## src/rtl/shift_sequencer_if.sv

```systemverilog
// shift_sequencer_if
// Request/response bundle between the execute-stage control and the
// iterative shift sequencer.
//   start   : request strobe (control -> sequencer), sampled only when idle
//   sh_dir  : 1 = right shift, 0 = left shift
//   sgn     : 1 = arithmetic right shift (sign fill); ignored for left shifts
//   amt     : shift amount, 0 .. 2**AMT_W-1
//   operand : value to shift
//   result  : working/final result (sequencer -> control)
//   valid   : one-cycle strobe, result is final
//   busy    : sequencer is not idle
// Modports: master = requesting control, slave = sequencer.
interface shift_sequencer_if #(
  parameter int WIDTH = 32,
  parameter int AMT_W = 5
) ();

  logic             start;
  logic             sh_dir;
  logic             sgn;
  logic [AMT_W-1:0] amt;
  logic [WIDTH-1:0] operand;
  logic [WIDTH-1:0] result;
  logic             valid;
  logic             busy;

  modport master (
    output start, sh_dir, sgn, amt, operand,
    input  result, valid, busy
  );

  modport slave (
    input  start, sh_dir, sgn, amt, operand,
    output result, valid, busy
  );

endinterface

```

## src/rtl/shift_sequencer.sv

```systemverilog
// shift_sequencer
// Multi-cycle shift controller: replaces a single-cycle barrel shifter with
// one coarse (4-bit) or fine (1-bit) shift step per clock. A request is
// latched on the accepting edge, shifted for AMT/4 + AMT%4 clocks, then the
// result is flagged final by a one-cycle valid strobe.
// Ports:
//   clk_i  : rising-edge clock
//   rst_ni : asynchronous active-low reset
//   bus    : shift_sequencer_if.slave (start/sh_dir/sgn/amt/operand in,
//            result/valid/busy out)
// WIDTH must equal 2**AMT_W.
module shift_sequencer #(
  parameter int WIDTH = 32,
  parameter int AMT_W = 5
) (
  input  logic               clk_i,
  input  logic               rst_ni,
  shift_sequencer_if.slave   bus
);

  typedef enum logic [1:0] {
    IDLE  = 2'd0,
    SHIFT = 2'd1,
    DONE  = 2'd2
  } state_t;

  state_t           state_q;
  logic [WIDTH-1:0] result_q;
  logic [AMT_W-1:0] rem_q;
  logic             dir_q;
  logic             fill_q;
  logic             valid_q;
  logic             busy_q;

  logic [WIDTH-1:0] step_d;
  logic [AMT_W-1:0] rem_d;
  logic             last_d;

  localparam logic [AMT_W-1:0] COARSE = AMT_W'(4);
  localparam logic [AMT_W-1:0] FINE   = AMT_W'(1);

  // One shift step on the working register. Coarse steps are taken while at
  // least four positions remain, so the amount is consumed greedily.
  function automatic logic [WIDTH-1:0] step_fn(
    input logic [WIDTH-1:0] val,
    input logic             coarse,
    input logic             right,
    input logic             fill
  );
    logic [WIDTH-1:0] r;
    if (coarse) begin
      if (right) r = {{4{fill}}, val[WIDTH-1:4]};
      else       r = {val[WIDTH-5:0], 4'b0000};
    end else begin
      if (right) r = {fill, val[WIDTH-1:1]};
      else       r = {val[WIDTH-2:0], 1'b0};
    end
    return r;
  endfunction

  always_comb begin
    step_d = result_q;
    rem_d  = rem_q;
    last_d = 1'b0;
    if (rem_q >= COARSE) begin
      step_d = step_fn(result_q, 1'b1, dir_q, fill_q);
      rem_d  = rem_q - COARSE;
    end else if (rem_q != '0) begin
      step_d = step_fn(result_q, 1'b0, dir_q, fill_q);
      rem_d  = rem_q - FINE;
    end else begin
      last_d = 1'b1;
    end
  end

  // Control and data share one reset domain: a reset anywhere discards the
  // in-flight operation and clears the visible result.
  always_ff @(posedge clk_i or negedge rst_ni) begin
    if (!rst_ni) begin
      state_q  <= IDLE;
      result_q <= '0;
      rem_q    <= '0;
      dir_q    <= 1'b0;
      fill_q   <= 1'b0;
      valid_q  <= 1'b0;
      busy_q   <= 1'b0;
    end else begin
      case (state_q)
        IDLE: begin
          valid_q <= 1'b0;
          if (bus.start) begin
            result_q <= bus.operand;
            rem_q    <= bus.amt;
            dir_q    <= bus.sh_dir;
            // Fill bit is frozen here so later operand/sgn changes are inert;
            // left shifts always zero-fill.
            fill_q   <= bus.sgn & bus.sh_dir & bus.operand[WIDTH-1];
            busy_q   <= 1'b1;
            state_q  <= SHIFT;
          end
        end
        SHIFT: begin
          if (last_d) begin
            valid_q <= 1'b1;
            state_q <= DONE;
          end else begin
            result_q <= step_d;
            rem_q    <= rem_d;
          end
        end
        DONE: begin
          // START here is dropped, not queued.
          valid_q <= 1'b0;
          busy_q  <= 1'b0;
          state_q <= IDLE;
        end
        default: begin
          valid_q <= 1'b0;
          busy_q  <= 1'b0;
          state_q <= IDLE;
        end
      endcase
    end
  end

  assign bus.result = result_q;
  assign bus.valid  = valid_q;
  assign bus.busy   = busy_q;

endmodule

```

## src/flat_wrapper.sv

```systemverilog
// flat-port wrapper written by rule: the top's interface ports become plain ports
module shift_sequencer_flat 
#(
  parameter int WIDTH = 32,
  parameter int AMT_W = 5
)
  (clk_i, rst_ni, bus_start, bus_sh_dir, bus_sgn, bus_amt, bus_operand, bus_result, bus_valid, bus_busy);
  shift_sequencer_if #(.WIDTH(WIDTH), .AMT_W(AMT_W)) bus_i ();
  input  logic clk_i;
  input  logic rst_ni;
  input wire logic [$bits(bus_i.start)-1:0] bus_start;
  input wire logic [$bits(bus_i.sh_dir)-1:0] bus_sh_dir;
  input wire logic [$bits(bus_i.sgn)-1:0] bus_sgn;
  input wire logic [$bits(bus_i.amt)-1:0] bus_amt;
  input wire logic [$bits(bus_i.operand)-1:0] bus_operand;
  output wire logic [$bits(bus_i.result)-1:0] bus_result;
  output wire logic [$bits(bus_i.valid)-1:0] bus_valid;
  output wire logic [$bits(bus_i.busy)-1:0] bus_busy;
  assign bus_i.start = bus_start;
  assign bus_i.sh_dir = bus_sh_dir;
  assign bus_i.sgn = bus_sgn;
  assign bus_i.amt = bus_amt;
  assign bus_i.operand = bus_operand;
  assign bus_result = bus_i.result;
  assign bus_valid = bus_i.valid;
  assign bus_busy = bus_i.busy;
  shift_sequencer #(.WIDTH(WIDTH), .AMT_W(AMT_W)) u_core (.clk_i(clk_i), .rst_ni(rst_ni), .bus(bus_i));
endmodule
```

## config.mk

```make
export PLATFORM = sky130hd
export DESIGN_NAME = shift_sequencer_flat
export DESIGN_NICKNAME = d
export VERILOG_FILES = /design/src/rtl/shift_sequencer_if.sv /design/src/rtl/shift_sequencer.sv /design/src/flat_wrapper.sv
export SDC_FILE = /design/constraint.sdc
export NUM_CORES = 1
export LEC_CHECK = 0
export CORE_MARGIN = 3
export CORE_UTILIZATION = 33
export CTS_CLUSTER_SIZE = 25
export DETAILED_ROUTE_END_ITERATION = 10
export SYNTH_ARGS = -nofsm -noshare
export SYNTH_HDL_FRONTEND = slang
export SYNTH_SLANG_ARGS = --single-unit
```

## constraint.sdc

```tcl
create_clock -name clk_i -period 3.36 [get_ports clk_i]
set_clock_uncertainty 0.15 [all_clocks]
set_input_delay 0.84 -clock clk_i [delete_from_list [all_inputs] [get_ports clk_i]]
set_output_delay 0.84 -clock clk_i [all_outputs]
set_load 0.01 [all_outputs]
```

==> impl_metrics.tcl <==
set metrics [dict create \
    netlist_area_mm2 0.002932 \
    p_leak_nw 1.577 \
    routedWlPerCell_um 17.47 \
    fmax_ghz 0.3721 \
    irDropWorstVdd_mv 0.3565 \
    setup_viol 0 \
    syn-num-nets 386 \
    critPathArrivalTime_ns 2.78 \
    max_cap_violations 0 \
    cts_num_sinks 43 \
    power_frac_comb_pct 59.7 \
    cp.required_ns 3.45 \
    p_clk_share_pct 8.7 \
    worst_slew_pin_slew_ns 1.182 \
    final_antenna_net_count 0 \
    cp_num_buf_inv 1 \
    min_path_type "flop to flop" \
    die_area_mm2 0.01005 \
    fin_ws_ns 0.6722 \
    crit_type "flop to flop" \
    hpwl_um 6003 \
    cts_buffers 5 \
    register_area_mm2 0.001076 \
    die_width_um 100.3 \
    drtIter0Drc 271 \
    grtUsageTotal_pct 18.17 \
    synth.distinct_cells 47 \
    crit_chain "ha_1 > a2111o_1 > buf_4 > nand2_1 > a31oi_1 > a22o_1" \
    start_kind "flop" \
    grt_pass1_vias 2795 \
    drc 0 \
    period_minus_slack_ns 2.688 \
    finalSetupTns_ns 0 \
    final.fill_count 854 \
    initial_core_util_pct 34.80 \
    clock_latency_ns 0.30 \
    synth-edff-count 0 \
    cts_resized 0 \
    clockBufferDepth 2 \
    grt_max_degree 47 \
    gr-total-overflow 0 \
    syn_to_final_growth_pct 29.53 \
    hold_viol 0 \
    cp_top_family "compound AO/OA/AOI/OAI gates" \
    cp_slowest_cell "a2111o_1" \
    drv_slew 0 \
    syn_avg_cell_area_um2 8.622 \
    rows 33 \
    max_stage_delay_ns 0.96 \
    internal_power_mw 2.092 \
    synth_seq_area_share_pct 36.71 \
    cp_max_fo 31 \
    wl_um 8820 \
    outcome "completed" \
    die_y_um 100.3 \
    ys_warn_count 0 \
    via_per_inst 5.588 \
    cts-root-buf "clkbuf_8" \
    ys_ff_latch 43 \
    synth_area_leaders "dfrtp_1 37%, o21ai_0 7.0%, nand2_1 6.9%, mux4_1 6.3%, nor2_1 5.1%" \
    via_count 2822 \
    io_pins 76 \
    relSlewSlack_pct 21.22 \
    synth_flop_cell "dfrtp_1" \
    cts_setup_buffers 0 \
    postLayoutCoreUtil_pct 45.08 \
    synthDominantCellAreaShare_pct 36.71 \
    antenna_found_initial 0 \
    power_density_mw_per_mm2 982.9 \
    n_antenna_cell 0 \
    rsz0062_at_grt "no" \
    h-tree-depth 2 \
    multi_input_area_mm2 0.001677 \
    clk_pin_slew_ns 0.08 \
    port_buffers 75 \
    swShare_pct 43.96 \
    nets 445 \
    grt_pass1_wl_um 14690 \
    synthArstFlopShare_pct 100.0 \
    gp_congestion 0.8259 \
    period_share_pct 79.99 \
    yosys.area.top_type "dfrtp_1" \
    syn_inst 340 \
    power.total_mw 3.733 \
    core_area_mm2 0.008423 \
    switching_power_mw 1.641 \
    p_seq_share_pct 31.5 \
    cts_tree "yes" \
    cts_hold_buf 0 \
    place_ws_ns 0.6668 \
    endpoint_kind "flop" \
    drtPass1Iterations 4 \
    drive_above_1_share_pct 7.250 \
]
-- per-layer routing --
metal / global-route usage (%) / wire length [um] / vias to the layer above
li1: - / - / 1355
met1: 25.49 / 4178 / 1389
met2: 29.97 / 4187 / 73
met3: 2.571 / 374 / 5
met4: 3.731 / 80 / 0
met5: 0 / 0 / -
-- registers in the layout (all words and copies together) (netlist names) --
| name | cells |
|---|---|
| u_core.bus.result | 32 |
| u_core.bus.busy | 1 |
| u_core.dir_q | 1 |
| u_core.state_q | 2 |
| u_core.fill_q | 1 |
| u_core.bus.valid | 1 |
| u_core.rem_q | 5 |
-- kinds of logic (layout without fill, tap and decap cells) --
kind of cell	Yosys count	in the layout	synth area share, %
and+or+nand+nor	125	125	18.14
AOI/OAI and AO/OA	108	108	24.75
DFF	43	43	36.71
buffers and inverters	38	98	6.189
muxes	22	22	12.51
adders and majority gates	4	4	1.707
-- metrics by stage --
stage                     std cells  hold WS, ns  area (um2)
after global routing            505       0.4030        3797
after CTS                       505       0.3822        3797
final                           505       0.3746        3797
after floorplan                 340       0.3535        2932
after detailed placement        497       0.3705        3716
after global placement          497       0.3588        3716
-- cell type report --
type	instances	share of cell area, %
multi-input combinational	259	44.15
sequential	43	28.34
timing repair buffer	83	21.22
tap	105	3.460
clock buffer	7	2.010
inverter	7	0.6919
clock inverter	1	0.1318
-- worst register-to-register path, stage by stage, from the launching register on --
cell and delay, ns:
dfrtp_1 0.52, ha_1 0.29, a2111o_1 0.96, buf_4 0.32, nand2_1 0.08, a31oi_1 0.18, a22o_1 0.14
-- cells in the final DEF, fill, tap and decap left out, types with 2 or more instances in the layout --
cell type        count
nand3b_1             2
a31oi_1             14
ha_1                 4
inv_1                7
clkbuf_8             5
o21ai_0             41
o311a_1              3
clkdlybuf4s50_1     74
mux2i_1              7
nand3_1             14
a21oi_1             15
nor3_1               3
o2111a_1             2
a22oi_1              2
o221a_2              2
nand2b_1             5
nor2_1              40
nand2_1             54
dfrtp_1             43
o2111ai_1            2
mux4_2               2
o21ai_1              3
a22o_1              10
mux2_2               6
a41o_1               2
a2bb2oi_1            2
clkbuf_1             2
buf_4                8
mux4_1               7
-- cells in the mapped netlist (2+ instances only) --
| cell | n |
|---|---|
| mux4_1 | 7 |
| o221a_2 | 2 |
| buf_2 | 3 |
| a22o_1 | 10 |
| buf_6 | 2 |
| buf_1 | 3 |
| a31oi_1 | 14 |
| a41o_1 | 2 |
| nand2_1 | 54 |
| nand2b_1 | 5 |
| nand3b_1 | 2 |
| o2111ai_1 | 2 |
| nor3_1 | 3 |
| mux4_2 | 2 |
| ha_1 | 4 |
| a2bb2oi_1 | 2 |
| o311a_1 | 3 |
| a21oi_1 | 15 |
| o21ai_0 | 41 |
| nor2b_1 | 2 |
| mux2i_1 | 7 |
| inv_1 | 7 |
| a22oi_1 | 2 |
| o21ai_1 | 3 |
| o2111a_1 | 2 |
| clkbuf_1 | 21 |
| dfrtp_1 | 43 |
| mux2_2 | 6 |
| nand3_1 | 14 |
| nor2_1 | 40 |
-- power groups by stage --
stage	combinational, mW	clock [mW]	sequential (mW)
CTS	2.24	0.337	1.18
floorplan	1.52	0	1.10
finish	2.23	0.326	1.18
detailed placement	2.23	0	1.19
global placement	2.19	0	1.18
global route	2.47	0.359	1.23
-- path summary, 6_finish.rpt --
check / startpoint / to / slack, ns / cells past startpoint
worst max-delay path: u_core.rem_q[2] / u_core.bus.result[17] / 0.67 / 6
worst min-delay path: u_core.bus.valid / u_core.bus.valid / 0.37 / 2
worst max register to register: u_core.rem_q[2] / u_core.bus.result[17] / 0.67 / 6
worst min register to register: u_core.bus.valid / u_core.bus.valid / 0.37 / 2
max in group asynchronous: rst_ni / u_core.bus.result[15] / 1.88 / 1
min in group asynchronous: rst_ni / u_core.bus.valid / 0.56 / 1
Note: power is estimated with default switching activity, not from simulation.
